===== src/rtl/mapinfo_regbank_if.sv =====
// VME slave-side bus bundle for mapinfo_regbank: request, address, data and
// the done/error acknowledge signals.
interface mapinfo_regbank_if #(
    parameter int ADDR_WIDTH = 20
);
    logic [ADDR_WIDTH-1:2] VMEAddr;
    logic [31:0]           VMERdData;
    logic [31:0]           VMEWrData;
    logic                  VMERdMem;
    logic                  VMEWrMem;
    logic                  VMERdDone;
    logic                  VMEWrDone;
    logic                  VMERdError;
    logic                  VMEWrError;

    modport master (
        output VMEAddr, VMEWrData, VMERdMem, VMEWrMem,
        input  VMERdData, VMERdDone, VMEWrDone, VMERdError, VMEWrError
    );

    modport slave (
        input  VMEAddr, VMEWrData, VMERdMem, VMEWrMem,
        output VMERdData, VMERdDone, VMEWrDone, VMERdError, VMEWrError
    );
endinterface


===== src/rtl/mapinfo_regbank.sv =====
// VME register bank: NUM_REGS control registers, constant map-version and
// ident words, and an error-status register that counts unmapped accesses.
module mapinfo_regbank #(
    parameter int          ADDR_WIDTH = 20,
    parameter int          NUM_REGS   = 4,
    parameter logic [31:0] MAPVER     = 32'h00010203,
    parameter logic [31:0] ICODE      = 32'h00000011,
    parameter logic [31:0] RESET_VAL  = 32'h00000000,
    parameter int          PIPE_IN    = 1,
    parameter int          PIPE_OUT   = 1
) (
    input  logic                      Clk,
    input  logic                      Rst,
    mapinfo_regbank_if.slave          vme,
    output logic [32*NUM_REGS-1:0]    ctrl_o,
    output logic [NUM_REGS-1:0]       wr_stb_o
);
    localparam logic [31:0] OFS_MAPVER  = 32'(NUM_REGS);
    localparam logic [31:0] OFS_ICODE   = 32'(NUM_REGS + 1);
    localparam logic [31:0] OFS_ERRSTAT = 32'(NUM_REGS + 2);

    logic [31:0]         ctrl_q [NUM_REGS];
    logic [31:0]         errstat_q;
    logic [31:0]         errstat_d;
    logic [16:0]         err_inc;
    logic [16:0]         cnt_sum;

    logic                wr_req_d;
    logic [31:0]         wr_addr_d;
    logic [31:0]         wr_data_d;
    logic [NUM_REGS-1:0] wr_sel;
    logic                wr_clr;
    logic                wr_err_evt;
    logic [NUM_REGS-1:0] wr_stb_q;
    logic                wr_done_q;
    logic                wr_err_q;

    logic [31:0]         rd_addr;
    logic [31:0]         rd_data_c;
    logic                rd_unmapped;
    logic                rd_fire;
    logic                rd_err_evt;

    generate
        if (PIPE_IN != 0) begin : g_pipe_in
            logic        wr_req_q;
            logic [31:0] wr_addr_q;
            logic [31:0] wr_data_q;
            // Stage-0 capture of the write request ahead of decode.
            always_ff @(posedge Clk) begin
                if (Rst) begin
                    wr_req_q  <= 1'b0;
                    wr_addr_q <= '0;
                    wr_data_q <= '0;
                end else begin
                    wr_req_q  <= vme.VMEWrMem;
                    wr_addr_q <= 32'(vme.VMEAddr);
                    wr_data_q <= vme.VMEWrData;
                end
            end
            assign wr_req_d  = wr_req_q;
            assign wr_addr_d = wr_addr_q;
            assign wr_data_d = wr_data_q;
        end else begin : g_no_pipe_in
            assign wr_req_d  = vme.VMEWrMem;
            assign wr_addr_d = 32'(vme.VMEAddr);
            assign wr_data_d = vme.VMEWrData;
        end
    endgenerate

    // Write decode: control-register select, ERRSTAT clear, unmapped error.
    always_comb begin
        wr_sel = '0;
        for (int unsigned k = 0; k < NUM_REGS; k++) begin
            if (wr_req_d && wr_addr_d == 32'(k)) wr_sel[k] = 1'b1;
        end
        wr_clr     = wr_req_d && (wr_addr_d == OFS_ERRSTAT);
        wr_err_evt = wr_req_d && (wr_addr_d > OFS_ERRSTAT);
    end

    // Control registers load on decode; every write is acked one cycle later
    // so the latency is the same for all targets.
    always_ff @(posedge Clk) begin
        if (Rst) begin
            for (int unsigned k = 0; k < NUM_REGS; k++) ctrl_q[k] <= RESET_VAL;
            wr_stb_q  <= '0;
            wr_done_q <= 1'b0;
            wr_err_q  <= 1'b0;
        end else begin
            for (int unsigned k = 0; k < NUM_REGS; k++) begin
                if (wr_sel[k]) ctrl_q[k] <= wr_data_d;
            end
            wr_stb_q  <= wr_sel;
            wr_done_q <= wr_req_d;
            wr_err_q  <= wr_err_evt;
        end
    end

    assign vme.VMEWrDone  = wr_done_q;
    assign vme.VMEWrError = wr_err_q;
    assign wr_stb_o       = wr_stb_q;

    // Pack the control registers onto the flat output bus.
    always_comb begin
        ctrl_o = '0;
        for (int unsigned k = 0; k < NUM_REGS; k++) ctrl_o[32*k +: 32] = ctrl_q[k];
    end

    assign rd_addr    = 32'(vme.VMEAddr);
    assign rd_fire    = vme.VMERdMem & ~Rst;
    assign rd_err_evt = rd_fire & rd_unmapped;

    // Read mux from the live address; unmapped offsets return 0.
    always_comb begin
        rd_data_c   = '0;
        rd_unmapped = 1'b0;
        if (rd_addr < OFS_MAPVER) begin
            for (int unsigned k = 0; k < NUM_REGS; k++) begin
                if (rd_addr == 32'(k)) rd_data_c = ctrl_q[k];
            end
        end else if (rd_addr == OFS_MAPVER) begin
            rd_data_c = MAPVER;
        end else if (rd_addr == OFS_ICODE) begin
            rd_data_c = ICODE;
        end else if (rd_addr == OFS_ERRSTAT) begin
            rd_data_c = errstat_q;
        end else begin
            rd_unmapped = 1'b1;
        end
    end

    generate
        if (PIPE_OUT != 0) begin : g_pipe_out
            logic [31:0] rd_data_q;
            logic        rd_done_q;
            logic        rd_err_q;
            // Registered read response; data holds between reads.
            always_ff @(posedge Clk) begin
                if (Rst) begin
                    rd_data_q <= '0;
                    rd_done_q <= 1'b0;
                    rd_err_q  <= 1'b0;
                end else begin
                    rd_done_q <= rd_fire;
                    rd_err_q  <= rd_err_evt;
                    if (rd_fire) rd_data_q <= rd_data_c;
                end
            end
            assign vme.VMERdData  = rd_data_q;
            assign vme.VMERdDone  = rd_done_q;
            assign vme.VMERdError = rd_err_q;
        end else begin : g_no_pipe_out
            logic [31:0] rd_hold_q;
            // Last returned data, shown on cycles without a read.
            always_ff @(posedge Clk) begin
                if (Rst) rd_hold_q <= '0;
                else if (rd_fire) rd_hold_q <= rd_data_c;
            end
            assign vme.VMERdData  = Rst ? '0 : (rd_fire ? rd_data_c : rd_hold_q);
            assign vme.VMERdDone  = rd_fire;
            assign vme.VMERdError = rd_err_evt;
        end
    endgenerate

    // Errors are logged on their decode cycle: clear first, then add up to
    // two events with saturation; a write error's address wins.
    always_comb begin
        errstat_d = wr_clr ? '0 : errstat_q;
        err_inc   = 17'(rd_err_evt) + 17'(wr_err_evt);
        cnt_sum   = 17'(errstat_d[15:0]) + err_inc;
        if (rd_err_evt || wr_err_evt) begin
            errstat_d[15:0] = cnt_sum[16] ? 16'hFFFF : cnt_sum[15:0];
            errstat_d[31]   = 1'b1;
            if (wr_err_evt) begin
                errstat_d[30]    = 1'b1;
                errstat_d[29:16] = wr_addr_d[13:0];
            end else begin
                errstat_d[30]    = 1'b0;
                errstat_d[29:16] = rd_addr[13:0];
            end
        end
    end

    // Error-status register.
    always_ff @(posedge Clk) begin
        if (Rst) errstat_q <= '0;
        else     errstat_q <= errstat_d;
    end
endmodule


===== src/flat_wrapper.sv =====
// flat-port wrapper written by rule: the top's interface ports become plain ports
module mapinfo_regbank_flat 
#(
    parameter int          ADDR_WIDTH = 20,
    parameter int          NUM_REGS   = 4,
    parameter logic [31:0] MAPVER     = 32'h00010203,
    parameter logic [31:0] ICODE      = 32'h00000011,
    parameter logic [31:0] RESET_VAL  = 32'h00000000,
    parameter int          PIPE_IN    = 1,
    parameter int          PIPE_OUT   = 1
)
  (Clk, Rst, ctrl_o, wr_stb_o, vme_VMEAddr, vme_VMEWrData, vme_VMERdMem, vme_VMEWrMem, vme_VMERdData, vme_VMERdDone, vme_VMEWrDone, vme_VMERdError, vme_VMEWrError);
  mapinfo_regbank_if #(.ADDR_WIDTH(ADDR_WIDTH)) vme_i ();
  input  logic Clk;
  input  logic Rst;
  output logic [32*NUM_REGS-1:0] ctrl_o;
  output logic [NUM_REGS-1:0] wr_stb_o;
  input wire logic [$bits(vme_i.VMEAddr)-1:0] vme_VMEAddr;
  input wire logic [$bits(vme_i.VMEWrData)-1:0] vme_VMEWrData;
  input wire logic [$bits(vme_i.VMERdMem)-1:0] vme_VMERdMem;
  input wire logic [$bits(vme_i.VMEWrMem)-1:0] vme_VMEWrMem;
  output wire logic [$bits(vme_i.VMERdData)-1:0] vme_VMERdData;
  output wire logic [$bits(vme_i.VMERdDone)-1:0] vme_VMERdDone;
  output wire logic [$bits(vme_i.VMEWrDone)-1:0] vme_VMEWrDone;
  output wire logic [$bits(vme_i.VMERdError)-1:0] vme_VMERdError;
  output wire logic [$bits(vme_i.VMEWrError)-1:0] vme_VMEWrError;
  assign vme_i.VMEAddr = vme_VMEAddr;
  assign vme_i.VMEWrData = vme_VMEWrData;
  assign vme_i.VMERdMem = vme_VMERdMem;
  assign vme_i.VMEWrMem = vme_VMEWrMem;
  assign vme_VMERdData = vme_i.VMERdData;
  assign vme_VMERdDone = vme_i.VMERdDone;
  assign vme_VMEWrDone = vme_i.VMEWrDone;
  assign vme_VMERdError = vme_i.VMERdError;
  assign vme_VMEWrError = vme_i.VMEWrError;
  mapinfo_regbank #(.ADDR_WIDTH(ADDR_WIDTH), .NUM_REGS(NUM_REGS), .MAPVER(MAPVER), .ICODE(ICODE), .RESET_VAL(RESET_VAL), .PIPE_IN(PIPE_IN), .PIPE_OUT(PIPE_OUT)) u_core (.Clk(Clk), .Rst(Rst), .vme(vme_i), .ctrl_o(ctrl_o), .wr_stb_o(wr_stb_o));
endmodule

===== config.mk =====
export PLATFORM = sky130hd
export DESIGN_NAME = mapinfo_regbank_flat
export DESIGN_NICKNAME = d
export VERILOG_FILES = /design/src/rtl/mapinfo_regbank_if.sv /design/src/rtl/mapinfo_regbank.sv /design/src/flat_wrapper.sv
export SDC_FILE = /design/constraint.sdc
export NUM_CORES = 1
export LEC_CHECK = 0
export CORE_MARGIN = 10
export CORE_UTILIZATION = 60
export CTS_CLUSTER_SIZE = 28
export DETAILED_ROUTE_END_ITERATION = 16
export DONT_BUFFER_PORTS = 1
export PLACE_DENSITY = 0.87
export REMOVE_ABC_BUFFERS = 1
export SYNTH_ARGS = -nofsm -noshare
export SYNTH_HDL_FRONTEND = slang
export SYNTH_SLANG_ARGS = --single-unit

===== constraint.sdc =====
create_clock -name Clk -period 6.4 [get_ports Clk]
set_input_delay 1.92 -clock Clk [delete_from_list [all_inputs] [get_ports Clk]]
set_output_delay 1.92 -clock Clk [all_outputs]
set_load 0.05 [all_outputs]

# Word-level counts from Yosys, hierarchy flattened
# Memory sizes are Yosys's and may differ from the RTL's.
# Cells that the tools add are included.
[word_totals]
register_bits = 137
ram_bits = 128
input_bits = 54
out_inout_bits = 168
word_cells = 82
mem_count = 1
[op_classes]
add_sub_neg = 2
magnitude_cmp = 2
eq_ne = 10
muxes = 38
n_bitwise = 7
reduce_logical = 10
[mem_list]
columns = ["memory", "depth", "word_bits", "rd", "rd_ports_with_merged_regs", "wr", "line_no", "rtl"]
rows = [
  ["u_core.ctrl_q", 4, 32, 4, 0, 4, "mapinfo_regbank.sv:22", "logic [31:0] ctrl_q [NUM_REGS];"],
]
[op_table]
columns = ["op", "count"]
rows = [
  ["2-to-1 mux 32 bit", 14],
  ["== test 32 x 2 -> 1 bit, second input constant", 2],
  ["logical NOT 32 bit", 2],
  ["== test 18 x 3 -> 1 bit, second input constant", 3],
  ["== test 18 x 2 -> 1 bit, second input constant", 2],
  ["== test 32 x 1 -> 1 bit, second input constant", 1],
  ["== test 32 x 3 -> 1 bit, second input constant", 1],
  ["> comparator 32 x 3 -> 1 bit, second input constant", 1],
  ["2-to-1 mux 1 bit", 22],
  ["== test 18 x 1 -> 1 bit, second input constant", 1],
  ["< comparator 18 x 3 -> 1 bit, second input constant", 1],
  ["adder 16 x 17 -> 17 bit", 1],
  ["2-to-1 mux 16 bit", 1],
  ["2-to-1 mux 15 bit", 1],
  ["logical AND 1 bit", 6],
  ["bitwise OR 1 bit", 4],
  ["adder 1 x 1 -> 2 bit", 1],
  ["bitwise AND 1 bit", 2],
  ["nonzero test 2 bit", 1],
  ["logical OR 1 bit", 1],
  ["inverter 1 bit", 1],
]

# Logic depth before layout (Yosys ltp)
# Gate-level depths: netlist (run 1).
[depth]
word_depth = 10
mapped_depth = 15
mapped_depth_nobuf = 14

# Worst setup path before layout (run 1)
# Ideal clock, no wire load.
[synth_path]
path_type = "input to register"
start = "in vme_VMEAddr[0]"
end = "reg u_core.errstat_q[2]"
setup_ps = 96
arrival_ps = 5462
required_time_ps = 6304
setup_slack_ps = 842
stages = 14
path_buffers = 3
path_cell_list = "clkbuf_1 > buf_1 > nand3_1 > a21oi_1 > inv_1 > ha_1 > ha_1 > inv_1 > fa_1 > nand4bb_1 > clkbuf_1 > nor3_1 > nand2_1 > a221oi_1"
[synth_between]
elab_chain_len = 10
elab_cells_between_ends = 14
classes_between = "add/sub: 2; order compare: 1; eq/ne: 3; mux: 6; bitwise: 1; reduce/logical: 1"
[synth_rtl]
columns = ["element", "line_no", "rtl"]
rows = [
  ["start, declared", "flat_wrapper.sv:18", "input wire logic [$bits(vme_i.VMEAddr)-1:0] vme_VMEAddr;"],
  ["parallel branches: the longest is 4 deep, another holds < comparator 18 x 3 -> 1 bit", "n/a", ""],
  ["2-to-1 mux 1 bit (*)", "mapinfo_regbank.sv:117", "if (rd_addr < OFS_MAPVER) begin"],
  ["bitwise AND 1 bit (*)", "mapinfo_regbank.sv:111", "assign rd_err_evt = rd_fire & rd_unmapped;"],
  ["via u_core.rd_err_evt", "mapinfo_regbank.sv:42", "logic rd_err_evt;"],
  ["adder 1 x 1 -> 2 bit", "mapinfo_regbank.sv:169", "err_inc = 17'(rd_err_evt) + 17'(wr_err_evt);"],
  ["adder 16 x 17 -> 17 bit", "mapinfo_regbank.sv:170", "cnt_sum = 17'(errstat_d[15:0]) + err_inc;"],
  ["2-to-1 mux 16 bit", "mapinfo_regbank.sv:172", "errstat_d[15:0] = cnt_sum[16] ? 16'hFFFF : cnt_sum[15:0];"],
  ["2-to-1 mux 32 bit (*)", "mapinfo_regbank.sv:171", "if (rd_err_evt || wr_err_evt) begin"],
  ["end signal, assigned", "mapinfo_regbank.sv:187", "else errstat_q <= errstat_d;"],
  ["end, declared", "mapinfo_regbank.sv:23", "logic [31:0] errstat_q;"],
]
# Mark *: on every way through the listed nets, which the timed path passes.
# A chain may end at the register's enable or synchronous reset.

# Final worst setup path (run 1)
[layout_path]
start = "in vme_VMEAddr[17]"
end = "reg u_core.errstat_q[2]"
# Same word-level chain as after synthesis.

==> flow_summary_export.csv, run 1 <==
group,metric,value,unit
status,outcome,"completed",
setup_path,r2r_cells,11,
run,cap_violations,0,
detailed_routing,initialDrtViolationCount,529,
clock_tree,ctsResizeCount,0,
power,p_comb_share,4.2,%
setup_path,critPathCaptureType,"flip-flop",
setup_path,worst_ep_arrival_time,5.64,ns
setup_path,crit_path_start_kind,"input pin",
clock_tree,holdBufCountCts,0,
timing,fin_worst_skew,0.00883,ns
detailed_routing,drt-pass1-iter-count,5,
setup_path,critPathCapture,"u_core.errstat_q[2]",
global_routing,grt_pass1_vias,6439,
setup_path,critPathKind,"input pin to flip-flop",
power,seqPwrFrac,55.2,%
logic_synthesis,synth_edf_count,128,
logic_synthesis,synth_area_per_cell,12.6,um^2
setup_path,startpoint,"vme_VMEAddr[17]",
clock_tree,cts.path.max_buffers,3,
placed_design,port_buffers,0,
power,power.static_leakage,0.00395,uW
timing,slew_headroom,21.1,%
placed_design,place_congestion,0.886,
timing,setup_violations,0,
logic_synthesis,ys_seq_elements,251,
timing,fmax,0.191,GHz
timing,finalCriticalPeriod,5.22,ns
logic_synthesis,synthFlopType,"edfxtp_1",
placed_design,dp_slack,0.716,ns
clock_tree,cts_root_buf,"clkbuf_16",
logic_synthesis,synth_warnings,0,
die,die_w,151,um
finish,nFillCells,1144,
power,pwr-share-clk,40.6,%
power,internal_power,2710,uW
power,vdd_drop_max,0.312,mV
setup_path,r2r_start,"u_core.g_pipe_in.wr_addr_q[7]",
global_routing,grt_max_degree,98,
finish,drive_gt1_share,12.1,%
logic_synthesis,syn_area,10200,um^2
power,p_sw,916,uW
clock_tree,cts_buffers,25,
power,p_sw_share,25.3,%
clock_tree,cts_tree,"done",
detailed_routing,vias,6550,
global_routing,antenna_found_initial,2,
clock_tree,htreeDepth,1,
power,p_total,3620,uW
die,design.core.area,16600,um^2
die,dieArea,22700,um^2
setup_path,r2r_slack,1.57,ns
timing,finalWorstSetupSlack,1.18,ns
timing,rsz0062_at_grt,"false",
timing,drv_slew,0,
finish,syn_to_final_growth,9.54,%
logic_synthesis,ys_async_sr_fraction,0,%
logic_synthesis,synthCells,813,
global_routing,grt_use_total,23.1,%
detailed_routing,wl,27100,um
placed_design,place_area,10400,um^2
setup_path,critPathMaxStageDelay,0.68,ns
clock_tree,clkSinkCount,251,
hold_path,min_from,"u_core.errstat_q[31]",
clock_tree,clk_pin_slew,0.06,ns
die,initial_core_util,61.6,%
global_routing,grt_pass1_wl,40200,um
setup_path,cpMaxStageDelayCell,"nor3_1",
detailed_routing,wl_per_cell,26.2,um
die,io_pins,222,
setup_path,rr_endpoint,"u_core.errstat_q[2]",
detailed_routing,postRouteAntennaNets,0,
placed_design,detailed_place_hpwl,18300,um
logic_synthesis,synth_cell_type_count,53,
timing,period_share,81.6,%
timing,setup-tns-final,0,ns
power,pwr_density_cell,323,nW/um^2
clock_tree,post_cts_buffers,0,
setup_path,crit_required,6.82,ns
timing,hold_viol,0,
clock_tree,clock_latency,0.51,ns
global_routing,grt-ovfl-total,0,
die,die_y,151,um
hold_path,hold_path_class,"flip-flop to flip-flop",
logic_synthesis,ys_seq_area_share,61.6,%
setup_path,crit_path_cell_trace,"nor4_1, nand3_1, nor2_1, a21oi_1, inv_1, ha_1, ha_1, inv_1, fa_1, nand4bb_1, nor3_1, nand2_1, a221oi_1",
detailed_routing,vias_per_cell,6.33,
detailed_routing,drc,0,
setup_path,critPathMaxFanout,10,
die,std_cell_rows,47,
finish,nets,854,
timing,worst_slew_pin_slew,1.18,ns
finish,final_area,11200,um^2
-- power by group through the flow --
stage / logic (uW) / clock network (uW) / registers [uW]
finish: 152 / 1470 / 2000
global route: 164 / 1540 / 2010
CTS: 151 / 1480 / 2000
detailed placement: 151 / 0 / 2030
global placement: 147 / 0 / 2030
floorplan: 109 / 0 / 2000
-- logic make-up (layout without fill, tap and decap cells) --
| kind of cell | Yosys count | count (layout) | share of synthesized area (%) |
|---|---|---|---|
| XOR/XNOR | 7 | 7 | 0.598 |
| AND/OR/NAND/NOR | 315 | 315 | 18.1 |
| other | 0 | 1 | 0 |
| AO/OA/AOI/OAI | 111 | 111 | 7.57 |
| multiplexers | 44 | 44 | 8.21 |
| buffers and inverters | 80 | 80 | 3.31 |
| adder cells (fa/ha/maj) | 5 | 5 | 0.684 |
| flip-flops | 251 | 251 | 61.6 |
-- worst max-delay path, delay by kind of cell --
family,cells,cell delay [ns]
adders and majority gates,3,0.73
and+or+nand+nor,6,2.32
AOI/OAI and AO/OA,2,0.49
buffers and inverters,2,0.16
-- worst min-delay path by stage --
stage	end	slack, ns	cells after the start
5_1_grt	u_core.errstat_q[31]	0.49	2
3_3_place_gp	u_core.errstat_q[31]	0.46	2
6_report	u_core.errstat_q[31]	0.48	2
2_1_floorplan	u_core.errstat_q[25]	0.44	2
3_5_place_dp	u_core.errstat_q[31]	0.46	2
4_1_cts	u_core.errstat_q[31]	0.48	2
-- layout by cell type, fill, tap and decap left out, types with 7 or more instances in the layout --
cell type / netlist / layout
nor2b_1: 56 / 56
edfxtp_1: 128 / 128
nor2_1: 33 / 33
nor3_1: 27 / 25
mux2i_1: 12 / 12
dfxtp_1: 123 / 123
inv_1: 27 / 27
nand2_1: 22 / 22
a22oi_1: 14 / 14
a221o_1: 10 / 10
a21oi_1: 21 / 21
mux4_2: 32 / 32
o22ai_1: 16 / 16
o21ai_0: 10 / 10
buf_4: 0 / 7
a221oi_1: 16 / 16
clkbuf_16: 0 / 25
nand3_1: 12 / 12
and2_1: 125 / 125
-- state kept, by name (all words and copies together), names as in the netlist --
signal,cells
u_core.vme.VMERdDone,1
u_core.g_pipe_in.wr_addr_q,18
u_core.errstat_q,32
u_core.g_pipe_in.wr_data_q,32
u_core.vme.VMERdError,1
u_core.ctrl_q,128
u_core.vme.VMERdData,32
u_core.wr_stb_o,4
u_core.g_pipe_in.wr_req_q,1
u_core.vme.VMEWrDone,1
u_core.vme.VMEWrError,1
-- metrics by stage --
| step | instances | util, % | hold slack [ns] |
|---|---|---|---|
| after global routing | 1034 | 67.4 | 0.494 |
| after global placement | 988 | 62.5 | 0.455 |
| after detailed placement | 988 | 62.5 | 0.465 |
| after CTS | 1033 | 67.4 | 0.477 |
| final | 1034 | 67.4 | 0.482 |
| after floorplan | 761 | - | 0.436 |
-- layer usage --
metal,up-vias,share of wire [%],routed length [um],global-route usage (%)
met1,3228,35,9590,27.7
met3,54,12,3140,8.52
met5,-,0.048,13,0
li1,2910,-,-,-
met4,2,2.8,754,8.08
met2,356,50,13600,37.7
-- synthesized netlist by cell type (all sizes together) (5+ instances only) --
| cell type | instances | area share (%) |
|---|---|---|
| a21oi | 21 | 1.0 |
| a221o | 10 | 0.98 |
| a221oi | 16 | 1.4 |
| a22oi | 14 | 1.0 |
| a31oi | 6 | 0.37 |
| and2 | 128 | 7.9 |
| buf | 14 | 0.89 |
| clkbuf | 38 | 1.4 |
| dfxtp | 123 | 24 |
| edfxtp | 128 | 38 |
| inv | 27 | 0.99 |
| mux2i | 12 | 1.2 |
| mux4 | 32 | 7.0 |
| nand2 | 22 | 0.81 |
| nand3 | 12 | 0.59 |
| nor2 | 33 | 1.2 |
| nor2b | 56 | 3.4 |
| nor3 | 30 | 1.7 |
| nor4 | 7 | 0.49 |
| o21ai | 11 | 0.54 |
| o22ai | 16 | 0.98 |
| or2 | 5 | 0.31 |
-- final cells by class --
class / instances / area (um^2) / share of cell area, %
Inverter: 28 / 105 / 0.937
Timing Repair Buffer: 7 / 52.6 / 0.468
Tap cell: 220 / 275 / 2.45
Clock buffer: 31 / 678 / 6.04
Antenna cell: 1 / 2.50 / 0.0223
Sequential cell: 251 / 6310 / 56.2
Multi-Input combinational cell: 482 / 3650 / 32.6
Clock inverter: 14 / 148 / 1.32
(Power assumes the default switching activity.)
==> run 2: changes to the inputs <==
--- a/config.mk
+++ b/config.mk
@@ -6,11 +6,11 @@
 export NUM_CORES = 1
 export LEC_CHECK = 0
 export CORE_MARGIN = 10
-export CORE_UTILIZATION = 60
+export CORE_UTILIZATION = 57
 export CTS_CLUSTER_SIZE = 28
 export DETAILED_ROUTE_END_ITERATION = 16
 export DONT_BUFFER_PORTS = 1
-export PLACE_DENSITY = 0.87
+export PLACE_DENSITY = 0.86
 export REMOVE_ABC_BUFFERS = 1
 export SYNTH_ARGS = -nofsm -noshare
 export SYNTH_HDL_FRONTEND = slang
==> constraint.sdc (replaced) <==
create_clock -name Clk -period 4.5 [get_ports Clk]
set_input_delay 1.35 -clock Clk [delete_from_list [all_inputs] [get_ports Clk]]
set_output_delay 1.35 -clock Clk [all_outputs]
set_load 0.05 [all_outputs]
==> flow_summary_export.csv, run 2 (synthesis results as in run 1) <==
group,metric,value,unit
hold_path,hold_path_class,"flip-flop to flip-flop",
finish,nets,867,
power,power.static_leakage,0.00402,uW
setup_path,crit_path_frequent_cell,"nor3_1",
setup_path,cp_top_family,"simple AND/OR/NAND/NOR gates",
global_routing,antenna_found_initial,4,
detailed_routing,wl,27600,um
timing,setup_violations,0,
timing,rsz0062_at_grt,"false",
finish,fin_util,65.0,%
setup_path,critPathMaxStageDelay,0.38,ns
finish,drive_gt1_share,13.4,%
clock_tree,clk_pin_slew,0.06,ns
finish,syn_to_final_growth,10.9,%
timing,drv_slew,0,
clock_tree,holdBufCountCts,0,
setup_path,crit_path_cell_trace,"nor4_1, buf_4, nand3_1, nor2_1, a21oi_1, inv_1, ha_1, ha_1, inv_1, fa_1, nand4bb_1, nor3_1, buf_4, nand2_1, nor3_1, nor3_1",
die,design.core.area,17500,um^2
clock_tree,clkSinkCount,251,
clock_tree,cts_tree,"done",
setup_path,crit_path_start_kind,"input pin",
global_routing,grt-ovfl-total,0,
finish,largest-register,"u_core.ctrl_q",
run,cap_violations,0,
detailed_routing,drt-pass1-iter-count,5,
detailed_routing,postRouteAntennaNets,0,
timing,slew_headroom,23.6,%
finish,multi_input_area,3650,um^2
timing,finalCriticalPeriod,3.73,ns
placed_design,dp_slack,0.250,ns
setup_path,worst_ep_arrival_time,4.14,ns
placed_design,detailed_place_hpwl,18900,um
clock_tree,cts_root_buf,"clkbuf_16",
hold_path,whs_path_depth,2,
finish,largest_register_ffs,128,
die,initial_core_util,58.6,%
setup_path,critPathMaxFanout,8,
timing,worst_slew_pin_slew,1.14,ns
placed_design,place_congestion,0.891,
placed_design,port_buffers,0,
clock_tree,cts_buffers,26,
power,vdd_drop_max,0.395,mV
die,io_pins,222,
global_routing,grt_max_degree,98,
power,pwr_density_cell,456,nW/um^2
timing,finalWorstSetupSlack,0.771,ns
finish,final_area,11400,um^2
clock_tree,clock_latency,0.54,ns
finish,final_common_cell,"edfxtp_1",
timing,setup-tns-final,0,ns
detailed_routing,wl_per_cell,26.1,um
timing,fin_worst_skew,0.0159,ns
placed_design,place_area,10500,um^2
global_routing,grt_pass1_vias,6610,
die,die_w,154,um
die,die_y,154,um
setup_path,critPathKind,"input pin to flip-flop",
setup_path,critPathCaptureType,"flip-flop",
clock_tree,cts.path.max_buffers,3,
setup_path,cpMaxStageDelayCell,"fa_1",
timing,hold_viol,0,
status,outcome,"completed",
clock_tree,ctsResizeCount,0,
global_routing,grt_pass1_wl,41700,um
clock_tree,post_cts_buffers,0,
timing,period_share,82.9,%
detailed_routing,drc,0,
finish,regArea,6310,um^2
global_routing,grt_use_total,22.3,%
setup_path,crit_required,4.91,ns
timing,fmax,0.268,GHz
finish,nFillCells,1235,
detailed_routing,vias,6650,
finish,final_cell_mix,"edfxtp_1, and2_1, dfxtp_1, nor2b_1, nor2_1",
clock_tree,htreeDepth,1,
setup_path,path_depth,16,
detailed_routing,initialDrtViolationCount,587,
die,std_cell_rows,48,
die,dieArea,23700,um^2
timing,worst_hold_slack,0.492,ns
setup_path,critPathBufInv,4,
detailed_routing,vias_per_cell,6.30,
setup_path,r2r_cells,12,
==> run 2: per-layer routing <==
layer  vias up  wire, um  global-route usage (%)
li1       2944         -                       -
met1      3290      9920                    26.3
met2       334     13800                    37.3
met3        78      2690                    6.81
met4         4      1170                    8.41
met5         -        27                       0
==> run 2: report_power, final <==
group | internal (uW) | switching (uW)
combinational | 106 | 115
clock | 1230 | 882
sequential | 2510 | 334
==> run 2: per-stage QoR <==
step,total power (uW),std cells
global route,5320,1054
CTS,5210,1053
finish,5180,1055
floorplan,3000,761
global placement,3100,1005
detailed placement,3110,1005
==> run 2: final timing paths <==
path / from / to / slack (ns)
hold / removal: u_core.errstat_q[30] / u_core.errstat_q[30] / 0.49
setup reg to reg: u_core.g_pipe_in.wr_addr_q[7] / u_core.errstat_q[15] / 0.85
setup / recovery: vme_VMEAddr[17] / u_core.errstat_q[14] / 0.77
hold reg to reg: u_core.errstat_q[30] / u_core.errstat_q[30] / 0.49
==> run 2: worst reg2reg max path: stages (launching register included) <==
cell and delay [ns]:
dfxtp_1 0.31, nor4_1 0.63, nand3b_1 0.48, nor4_2 0.37
buf_4 0.20, nand2b_1 0.16, inv_1 0.06, ha_1 0.27
a21oi_1 0.08, nor4_1 0.53, nand2_1 0.18, nor3_1 0.17
a211oi_1 0.09
==> run 2: final cells by class <==
type                       count  share of cell area, %
clock buffer                  31                   6.16
inverter                      28                  0.925
sequential                   251                   55.5
clock inverter                17                   1.46
antenna                        2                 0.0441
tap                          225                   2.48
timing repair buffer          19                   1.26
multi-input combinational    482                   32.2
==> run 3: changes to the inputs <==
==> constraint.sdc (replaced) <==
create_clock -name Clk -period 3.4 [get_ports Clk]
set_input_delay 1.02 -clock Clk [delete_from_list [all_inputs] [get_ports Clk]]
set_output_delay 1.02 -clock Clk [all_outputs]
set_load 0.05 [all_outputs]
==> flow_summary_export.csv, run 3 (synthesis results as in run 1) <==
group,metric,value,unit
detailed_routing,drc,0,
finish,fin_util,65.9,%
timing,setup-tns-final,0,ns
global_routing,grt_max_degree,98,
detailed_routing,dr_wl_met3,3010,um
finish,finalNonFillerCells,1073,
global_routing,grt_use_total,22.3,%
placed_design,port_buffers,0,
status,outcome,"completed",
finish,largest_register_ffs,128,
clock_tree,cts.path.max_buffers,3,
detailed_routing,vias,6722,
setup_path,crit_required,3.84,ns
clock_tree,ctsResizeCount,0,
finish,final_common_cell,"edfxtp_1",
placed_design,place_congestion,0.876,
detailed_routing,wl,27700,um
run,cap_violations,0,
hold_path,hold_path_class,"flip-flop to flip-flop",
power,vdd_drop_max,0.554,mV
clock_tree,holdBufCountCts,0,
die,die_w,154,um
timing,setup_violations,0,
timing,fmax,0.311,GHz
finish,drive_gt1_share,15.4,%
global_routing,antenna_found_initial,4,
timing,worst_slew_pin_slew,0.651,ns
die,initial_core_util,58.6,%
die,die_y,154,um
detailed_routing,postRouteAntennaNets,0,
clock_tree,cts_tree,"done",
die,std_cell_rows,48,
power,pwr_density_cell,584,nW/um^2
detailed_routing,dr_wl_met2,14000,um
timing,rsz0062_at_grt,"false",
clock_tree,cts_root_buf,"clkbuf_16",
setup_path,worst_ep_arrival_time,3.66,ns
detailed_routing,wl_per_cell,25.8,um
finish,nets,885,
finish,syn_to_final_growth,12.4,%
timing,period_share,94.5,%
die,design.core.area,17500,um^2
detailed_routing,initialDrtViolationCount,655,
power,power.static_leakage,0.00411,uW
placed_design,detailed_place_hpwl,19300,um
timing,hold_viol,0,
die,dieArea,23700,um^2
finish,final_cell_mix,"edfxtp_1, and2_1, dfxtp_1, nor2b_1, buf_4",
timing,drv_slew,0,
clock_tree,htreeDepth,1,
global_routing,grt_pass1_vias,6768,
clock_tree,post_cts_buffers,0,
detailed_routing,top_layer,"met5",
setup_path,critPathKind,"input pin to flip-flop",
timing,fin_worst_skew,0.0163,ns
clock_tree,clk_pin_slew,0.06,ns
timing,finalCriticalPeriod,3.21,ns
timing,slew_headroom,56.4,%
setup_path,critPathMaxFanout,9,
detailed_routing,drt-pass1-iter-count,5,
placed_design,place_area,10700,um^2
clock_tree,clock_latency,0.53,ns
placed_design,placed_cells,1023,
setup_path,critPathCaptureType,"flip-flop",
clock_tree,cts_buffers,26,
finish,largest-register,"u_core.ctrl_q",
setup_path,crit_path_start_kind,"input pin",
finish,final_area,11500,um^2
die,io_pins,222,
detailed_routing,vias_per_cell,6.26,
detailed_routing,wl_met1,9730,um
clock_tree,clkSinkCount,251,
global_routing,grt_pass1_wl,42000,um
global_routing,grt-ovfl-total,0,
## run 3: where the power goes
group	leakage (uW)	switching [uW]	internal [uW]
Sequential	0.00223	441	3320
Combinational	0.00149	156	154
Clock	0.000401	1140	1510
Total	0.00411	1740	4980
## run 3: worst max-delay path, stage by stage
cell	delay, ns
or4_1	0.55
nor2_2	0.17
a21oi_1	0.10
inv_1	0.06
ha_1	0.13
ha_1	0.17
inv_1	0.06
fa_1	0.39
nand4bb_1	0.25
nor3_2	0.20
buf_4	0.16
nand2_1	0.06
buf_4	0.17
a21oi_1	0.16
## run 3: routing by layer
layer	global-route usage (%)	vias up
met5	0	-
met4	7.42	4
met3	7.48	59
met2	37.8	365
met1	25.8	3319
li1	-	2975
## run 3: final timing paths
| path | from | to | slack (ns) | cells after the start |
|---|---|---|---|---|
| min | u_core.errstat_q[31] | u_core.errstat_q[31] | 0.48 | 2 |
| max reg2reg | u_core.g_pipe_in.wr_addr_q[10] | u_core.errstat_q[15] | 0.23 | 14 |
| max | vme_VMEAddr[9] | u_core.errstat_q[4] | 0.19 | 14 |
| min reg2reg | u_core.errstat_q[31] | u_core.errstat_q[31] | 0.48 | 2 |
## run 3: metrics by stage
step	hold slack, ns	total power, uW	setup WS (ns)
after floorplan	0.436	3980	-0.701
after CTS	0.471	6750	0.155
after global placement	0.453	4120	-0.286
after global routing	0.501	6910	0.00414
final	0.482	6720	0.186
after detailed placement	0.460	4130	-0.355
## run 3: final cells by class
cell class              count  area, um^2
inverters                  28         105
well taps                 225         282
flip-flops and latches    251        6310
clock buffers              38         736
clock inverters            10        72.6
multi-input cells         482        3680
repair buffers             37         328
fillers                  1238        5970
diodes                      2        5.00
